===== config.mk =====
export PLATFORM = sky130hd
export DESIGN_NAME = usb_tx_packet_sender
export DESIGN_NICKNAME = d
export VERILOG_FILES = /design/src/rtl/usb_tx_pkg.sv /design/src/rtl/usb_tx_crc16.sv /design/src/rtl/usb_tx_packet_sender.sv
export SDC_FILE = /design/constraint.sdc
export NUM_CORES = 1
export LEC_CHECK = 0
export CAP_MARGIN = 20
export CORE_ASPECT_RATIO = 1.75
export CORE_MARGIN = 2
export CORE_UTILIZATION = 54
export DETAILED_ROUTE_END_ITERATION = 12
export GPL_TIMING_DRIVEN = 0
export PLACE_DENSITY = 0.75
export SETUP_SLACK_MARGIN = 0.02
export SYNTH_ARGS = -nofsm -noshare
export SYNTH_HDL_FRONTEND = slang
export SYNTH_SLANG_ARGS = --single-unit
export TNS_END_PERCENT = 100

===== constraint.sdc =====
create_clock -name clk -period 2.7 [get_ports clk]
set_clock_uncertainty 0.15 [all_clocks]
set_input_delay 0.54 -clock clk [delete_from_list [all_inputs] [get_ports clk]]
set_output_delay 0.54 -clock clk [all_outputs]
set_load 0.01 [all_outputs]

===== src/rtl/usb_tx_pkg.sv =====
// rtl/usb_tx_pkg.sv - shared types and constants for the USB full-speed transmit packet engine
package usb_tx_pkg;

    typedef enum logic [2:0] {
        PKT_NONE  = 3'd0,
        PKT_DATA0 = 3'd1,
        PKT_DATA1 = 3'd2,
        PKT_ACK   = 3'd3,
        PKT_NAK   = 3'd4,
        PKT_STALL = 3'd5
    } tx_packet_e;

    typedef enum logic [2:0] {
        ST_IDLE,
        ST_SYNC,
        ST_PID,
        ST_DATA,
        ST_CRC_LO,
        ST_CRC_HI,
        ST_EOP,
        ST_IDLE_J
    } tx_state_e;

    localparam logic [3:0] PID_DATA0 = 4'b0011;
    localparam logic [3:0] PID_DATA1 = 4'b1011;
    localparam logic [3:0] PID_ACK   = 4'b0010;
    localparam logic [3:0] PID_NAK   = 4'b1010;
    localparam logic [3:0] PID_STALL = 4'b1110;

    localparam logic [7:0] SYNC_BYTE = 8'h80;

    localparam logic [15:0] CRC16_INIT = 16'hFFFF;
    localparam logic [15:0] CRC16_POLY = 16'h8005;

    // {D+, D-}
    localparam logic [1:0] LINE_J   = 2'b10;
    localparam logic [1:0] LINE_K   = 2'b01;
    localparam logic [1:0] LINE_SE0 = 2'b00;

    // Bit-reverse for the LSB-first (reflected) CRC shift direction
    function automatic logic [15:0] reflect16(input logic [15:0] v);
        logic [15:0] r;
        r = '0;
        for (int i = 0; i < 16; i++) r[i] = v[15-i];
        return r;
    endfunction

    localparam logic [15:0] CRC16_POLY_REFL = reflect16(CRC16_POLY);

    function automatic logic [3:0] pid_of(input logic [2:0] pkt);
        case (pkt)
            PKT_DATA0: return PID_DATA0;
            PKT_DATA1: return PID_DATA1;
            PKT_ACK:   return PID_ACK;
            PKT_NAK:   return PID_NAK;
            PKT_STALL: return PID_STALL;
            default:   return 4'b0000;
        endcase
    endfunction

endpackage


===== src/rtl/usb_tx_crc16.sv =====
// rtl/usb_tx_crc16.sv - serial USB CRC16, one payload bit per enable, presents the inverted remainder
module usb_tx_crc16
    import usb_tx_pkg::*;
(
    input  logic        clk,
    input  logic        rst,
    input  logic        clear,
    input  logic        bit_en,
    input  logic        bit_in,
    output logic [15:0] crc_out
);
    logic [15:0] crc_q;
    logic        fb;

    assign fb      = crc_q[0] ^ bit_in;
    assign crc_out = ~crc_q;

    // Reflected LFSR: shift right, fold in the polynomial when feedback is set
    always_ff @(posedge clk) begin
        if (rst || clear) begin
            crc_q <= CRC16_INIT;
        end else if (bit_en) begin
            crc_q <= (crc_q >> 1) ^ (fb ? CRC16_POLY_REFL : 16'h0000);
        end
    end

endmodule


===== src/rtl/usb_tx_packet_sender.sv =====
// rtl/usb_tx_packet_sender.sv - USB FS TX engine: SYNC/PID/payload/CRC16/EOP, bit-stuffed NRZI; option USB_TX_PKT_CNT_EN
module usb_tx_packet_sender
    import usb_tx_pkg::*;
#(
    parameter int CLKS_PER_BIT = 8,
    parameter int MAX_PAYLOAD  = 64
) (
    input  logic       clk,
    input  logic       rst,
    input  logic       tx_start,
    input  logic [2:0] tx_packet,
    input  logic [6:0] buffer_occupancy,
    input  logic [7:0] tx_packet_data,
    output logic       get_tx_data,
    output logic       dplus_out,
    output logic       dminus_out,
    output logic       tx_transfer_active,
    output logic       tx_error
`ifdef USB_TX_PKT_CNT_EN
    ,
    output logic [7:0] tx_pkt_count
`endif
);
    localparam int                CNT_W      = $clog2(CLKS_PER_BIT);
    localparam logic [CNT_W-1:0]  BIT_RELOAD = CNT_W'(CLKS_PER_BIT - 1);
    localparam logic [6:0]        MAX_LEN    = 7'(MAX_PAYLOAD);

    tx_state_e        state_q;
    tx_state_e        nxt_state;
    logic [1:0]       line_q;
    logic             nrzi_j;
    logic [CNT_W-1:0] clk_cnt;
    logic [2:0]       bit_idx;
    logic [2:0]       stuff_cnt;
    logic [7:0]       shreg;
    logic [7:0]       new_byte;
    logic [7:0]       nxt_byte;
    logic             cap_pending;
    logic [6:0]       byte_cnt;
    logic [6:0]       length;
    logic [3:0]       pid;
    logic             is_data;
    logic [15:0]      crc_out;

    logic boundary, serial, stuff_now, byte_end, last_byte, fetch_due;
    logic emit_val, enter_eop, line_emit, crc_en, toggle, nrzi_next;
    logic valid_pkt, accept;

    assign dplus_out  = line_q[1];
    assign dminus_out = line_q[0];

    assign boundary  = (state_q != ST_IDLE) && (clk_cnt == '0);
    assign serial    = state_q inside {ST_SYNC, ST_PID, ST_DATA, ST_CRC_LO, ST_CRC_HI};
    assign stuff_now = boundary && serial && (stuff_cnt == 3'd6);
    assign byte_end  = (bit_idx == 3'd7);
    assign last_byte = ((byte_cnt + 7'd1) == length);
    assign fetch_due = ((state_q == ST_PID) && is_data && (length != 7'd0)) ||
                       ((state_q == ST_DATA) && !last_byte);
    // With two clocks per bit the fetched byte lands on the same edge it is needed
    assign new_byte  = cap_pending ? tx_packet_data : shreg;
    assign valid_pkt = (tx_packet != PKT_NONE) && (tx_packet <= PKT_STALL);
    assign accept    = (state_q == ST_IDLE) && tx_start && valid_pkt;

    // Where the serialiser goes when the current byte has been fully sent
    always_comb begin
        nxt_state = state_q;
        nxt_byte  = new_byte;
        case (state_q)
            ST_SYNC: begin
                nxt_state = ST_PID;
                nxt_byte  = {~pid, pid};
            end
            ST_PID: begin
                if (!is_data) begin
                    nxt_state = ST_EOP;
                end else if (length != 7'd0) begin
                    nxt_state = ST_DATA;
                end else begin
                    nxt_state = ST_CRC_LO;
                    nxt_byte  = crc_out[7:0];
                end
            end
            ST_DATA: begin
                if (last_byte) begin
                    nxt_state = ST_CRC_LO;
                    nxt_byte  = crc_out[7:0];
                end
            end
            ST_CRC_LO: begin
                nxt_state = ST_CRC_HI;
                nxt_byte  = crc_out[15:8];
            end
            ST_CRC_HI: nxt_state = ST_EOP;
            default: ;
        endcase
    end

    assign emit_val  = byte_end ? nxt_byte[0] : shreg[bit_idx + 3'd1];
    assign enter_eop = byte_end && (nxt_state == ST_EOP);
    assign line_emit = boundary && serial && (stuff_now || !enter_eop);
    assign crc_en    = line_emit && !stuff_now &&
                       (byte_end ? (nxt_state == ST_DATA) : (state_q == ST_DATA));
    assign toggle    = stuff_now || !emit_val;
    assign nrzi_next = toggle ? ~nrzi_j : nrzi_j;

    usb_tx_crc16 u_crc (
        .clk     (clk),
        .rst     (rst),
        .clear   (accept),
        .bit_en  (crc_en),
        .bit_in  (emit_val),
        .crc_out (crc_out)
    );

    // Packet FSM, bit timer, stuffing, NRZI line and buffer fetch
    always_ff @(posedge clk) begin
        if (rst) begin
            state_q            <= ST_IDLE;
            line_q             <= LINE_J;
            nrzi_j             <= 1'b1;
            clk_cnt            <= '0;
            bit_idx            <= '0;
            stuff_cnt          <= '0;
            shreg              <= '0;
            cap_pending        <= 1'b0;
            byte_cnt           <= '0;
            length             <= '0;
            pid                <= '0;
            is_data            <= 1'b0;
            get_tx_data        <= 1'b0;
            tx_transfer_active <= 1'b0;
            tx_error           <= 1'b0;
        end else begin
            get_tx_data <= 1'b0;
            tx_error    <= 1'b0;
            cap_pending <= get_tx_data;
            if (cap_pending) shreg <= tx_packet_data;
            if (state_q != ST_IDLE) clk_cnt <= boundary ? BIT_RELOAD : clk_cnt - CNT_W'(1);

            case (state_q)
                ST_IDLE: begin
                    if (tx_start && !valid_pkt) begin
                        tx_error <= 1'b1;
                    end else if (accept) begin
                        state_q            <= ST_SYNC;
                        tx_transfer_active <= 1'b1;
                        pid                <= pid_of(tx_packet);
                        is_data            <= (tx_packet == PKT_DATA0) || (tx_packet == PKT_DATA1);
                        length             <= (buffer_occupancy > MAX_LEN) ? MAX_LEN : buffer_occupancy;
                        shreg              <= SYNC_BYTE;
                        bit_idx            <= '0;
                        clk_cnt            <= BIT_RELOAD;
                        // First SYNC bit is a 0: the line toggles from J to K right away
                        stuff_cnt          <= '0;
                        nrzi_j             <= 1'b0;
                        line_q             <= LINE_K;
                    end
                end
                ST_EOP: begin
                    if (boundary) begin
                        if (bit_idx == 3'd0) begin
                            bit_idx <= 3'd1;
                        end else begin
                            state_q <= ST_IDLE_J;
                            bit_idx <= '0;
                            line_q  <= LINE_J;
                            nrzi_j  <= 1'b1;
                        end
                    end
                end
                ST_IDLE_J: begin
                    if (boundary) begin
                        state_q            <= ST_IDLE;
                        tx_transfer_active <= 1'b0;
                    end
                end
                default: begin
                    if (boundary) begin
                        if (line_emit) begin
                            line_q    <= nrzi_next ? LINE_J : LINE_K;
                            nrzi_j    <= nrzi_next;
                            stuff_cnt <= toggle ? 3'd0 : stuff_cnt + 3'd1;
                        end else begin
                            line_q <= LINE_SE0;
                        end
                        // A stuffed bit holds the serialiser where it is
                        if (!stuff_now) begin
                            if (!byte_end) begin
                                bit_idx <= bit_idx + 3'd1;
                                if ((bit_idx == 3'd6) && fetch_due) get_tx_data <= 1'b1;
                            end else begin
                                state_q  <= nxt_state;
                                bit_idx  <= '0;
                                shreg    <= nxt_byte;
                                byte_cnt <= (state_q == ST_DATA) ? byte_cnt + 7'd1 : 7'd0;
                            end
                        end
                    end
                end
            endcase
        end
    end

`ifdef USB_TX_PKT_CNT_EN
    // Count packets as the line returns to idle after the J bit
    always_ff @(posedge clk) begin
        if (rst) begin
            tx_pkt_count <= '0;
        end else if ((state_q == ST_IDLE_J) && boundary) begin
            tx_pkt_count <= tx_pkt_count + 8'd1;
        end
    end
`endif

endmodule


==> metrics.md <==
| Metric | Value |
|---|---|
| Routed len/inst | 18.7 µm |
| Final global-route overflow total | 0 |
| Max VDD drop | 0.446 mV |
| P_int | 2.22 mW |
| Via count | 3820 |
| Die X | 67.6 µm |
| Critical Path RT | 2.77 ns |
| GP Congestion | 0.918 |
| Chip height | 115 µm |
| Max Clk Rate | 376 MHz |
| Arrival time worst endpoint | 2.73 ns |
| Most frequent cells in the layout | nor2_1, dfxtp_1, a21oi_1 |
| Initial DRC count | 263 |
| Post-synth EDFFs | 0 |
| Synthesis-stage register bit count | 62 |
| Final setup fails | 0 |
| Final Hold Viols | 0 |
| Cts bufs inserted | 9 |
| Sequential element share of the synthesized area | 0.324 |
| WHS Path Cells | 2 |
| Post-route DRC | 0 |
| Combinational fraction of design power | 0.346 |
| Syn avg cell area | 7.91 µm² |
| Pwr Density | 703 nW/µm² |
| Commonest non-fill, non-tap cell in the layout | nor2_1 |
| Synth warn | 0 |
| Max FO, Critical Path | 6 |
| CTS max path bufs | 2 |
| CP Buf/Inv Count | 0 |
| RSZ-0062 raised after global routing | yes |
| Clock share of power | 0.334 |
| Mapped Cells | 484 |
| CTS H-tree depth | 3 |
| 1st-pass router iterations | 5 |
| Static leakage | 1.76 nW |
| Ant. Diodes | 0 |
| Initial antenna violation count | 0 |
| I/O pin count | 26 |
| Non-filler instance count after layout | 617 |
| Sequential share of power | 0.319 |
| Worst setup EP type | flip-flop |
| Reg2Reg Depth | 9 |
| Cell Area, Synth | 3830 µm² |
| Placed cell count | 593 |
| Port-buffer cells | 25 |
| WP depth | 9 |
| Clock root cell | clkbuf_16 |
| Antenna viol nets, final | 0 |
| Synth async-reset ratio | 0 |
| Clk sinks | 62 |
| Hold-fix buffers, CTS | 0 |
| Outcome | completed |
| CTS clk-pin slew, worst paths | 0.05 ns |
| Share of cells above drive strength 1 | 0.203 |
| Net switching power | 1.17 mW |
| Worst path max stage delay | 0.41 ns |
| Sw frac | 0.345 |
| Vias/cell | 6.19 |
| Hpwl dp | 8070 µm |
| Max transition margin | 0.476 |
| Critical path launch point type | flip-flop |
| First-pass GRT wire length | 17400 µm |
| # Max-Cap Violations | 0 |
| Crit path max-delay family | compound AO/OA/AOI/OAI gates |
| Syn nets | 514 |
| Final max-slew violation count | 0 |
| Ys flop type | dfxtp_1 |
| Worst-Margin Slew | 0.786 ns |
| Worst min path class | flip-flop to flip-flop |
| Largest net degree at the start of global routing | 11 |
| TNS Setup | 0 ns |
| Vias in the first global route | 3664 |
| Rows | 40 |
| Yosys cell types | 75 |
| Total core area | 6860 µm² |
| Nets | 560 |
| Die ar. | 7800 µm² |
| Drt total wl | 11500 µm |
| CTS tree | done |
| Starting Density | 0.558 |
| Crit-path cells | ha_4, o21ba_4, a221oi_4, a21oi_4, nor4_4, o21ai_4, a21oi_4, nor3_2, a311o_1 |
| Fin crit share | 0.986 |
| GRT Util Overall | 0.302 |
| Setup Crit Path Kind | flip-flop to flip-flop |
| Clock Latency Late Sink | 0.33 ns |
| Most used cell, CP | a21oi_4 |
| Layout area overhead | 25.8% |
| Crit path time final | 2.66 ns |
| Worst path slowest cell | nor4_4 |
-- tightest hold or removal path, delay by kind of cell, from the launching register on --
| family | cells | cell delay (ns) |
|---|---|---|
| simple gates | 1 | 0.06 |
| compound gates | 1 | 0.05 |
| flops | 1 | 0.31 |
-- synthesized netlist by cell type, types with 5 or more instances --
cell | instances | area share
o21ai_0 | 34 | 0.044
nor3b_1 | 7 | 0.014
clkbuf_1 | 15 | 0.015
inv_1 | 12 | 0.012
ha_1 | 9 | 0.029
nor2b_1 | 7 | 0.011
xnor2_1 | 7 | 0.016
mux2i_1 | 6 | 0.016
dfxtp_1 | 62 | 0.32
or3_1 | 7 | 0.011
a21oi_1 | 44 | 0.058
nand2b_1 | 5 | 0.0082
nor2_1 | 90 | 0.088
a22o_1 | 5 | 0.011
nand3b_1 | 9 | 0.018
mux2_2 | 7 | 0.021
nor3_1 | 14 | 0.018
nand2_1 | 33 | 0.032
nand3_1 | 16 | 0.021
-- power by group through the flow --
stage | sequential, mW | clock (mW) | combinational [mW]
3_5_place_dp | 1.09 | 0 | 1.01
6_report | 1.08 | 1.13 | 1.17
3_3_place_gp | 1.08 | 0 | 0.994
2_1_floorplan | 1.07 | 0 | 0.727
4_1_cts | 1.07 | 1.15 | 1.05
5_1_grt | 1.09 | 1.18 | 1.28
-- registers in the layout, summed over array words and instances (netlist names), 4 cells and up --
| signal | cells |
|---|---|
| byte_cnt | 7 |
| length | 7 |
| pid | 4 |
| shreg | 8 |
| u_crc.crc_q | 16 |
-- kinds of logic (layout without fill, tap and decap cells) --
family | count (synthesis) | after routing | share of synthesized area
DFF | 62 | 62 | 0.324
xor gates and xnor gates | 12 | 12 | 0.0314
buffers and inverters | 38 | 86 | 0.0487
muxes | 15 | 15 | 0.0481
and+or+nand+nor | 220 | 220 | 0.295
adders and majority gates | 9 | 9 | 0.0294
AOI/OAI and AO/OA | 128 | 129 | 0.223
-- cell type report --
class	instances	area (µm²)
fill	580	2040
timing repair buffer	34	322
clock inverter	1	30.0
sequential	62	1250
multi-input combinational	385	2650
buffer	25	144
tap	84	105
clock buffer	13	260
inverter	13	48.8
-- metal layers --
metal / GRT usage / vias up / part of all wire
li1: - / 1833 / -
met1: 0.298 / 1798 / 0.35
met2: 0.541 / 133 / 0.54
met3: 0.0548 / 56 / 0.040
met4: 0.216 / 0 / 0.069
met5: 0 / - / 0
-- metrics by stage --
stage                     power, mW  cell area (µm²)  hold WS, ns  worst slack [ns]   util
after CTS                      3.26             4580        0.324            0.0284  0.668
final                          3.38             4810        0.318            0.0383  0.702
after global routing           3.54             4810        0.332           -0.0607  0.702
after detailed placement       2.10             4180        0.308            -0.573  0.610
after global placement         2.07             4180        0.304            -0.537  0.610
after floorplan                1.80             3830        0.297             0.121      -
-- timing repair --
| item | 4_1_cts | 5_1_grt |
|---|---|---|
| gates resized for setup | 20 | 44 |
| pin swaps | 2 | 14 |
| buffers inserted | 3 | 6 |
| gates cloned | 0 | 1 |
| setup endpoints to repair | 25 | 29 |
-- final timing paths --
kind	from	to	slack [ns]
worst min register to register	tx_transfer_active	tx_transfer_active	0.32
worst min-delay path	tx_transfer_active	tx_transfer_active	0.32
worst max register to register	byte_cnt[0]	stuff_cnt[2]	0.04
worst max-delay path	byte_cnt[0]	stuff_cnt[2]	0.04
(Power assumes the default switching activity.)
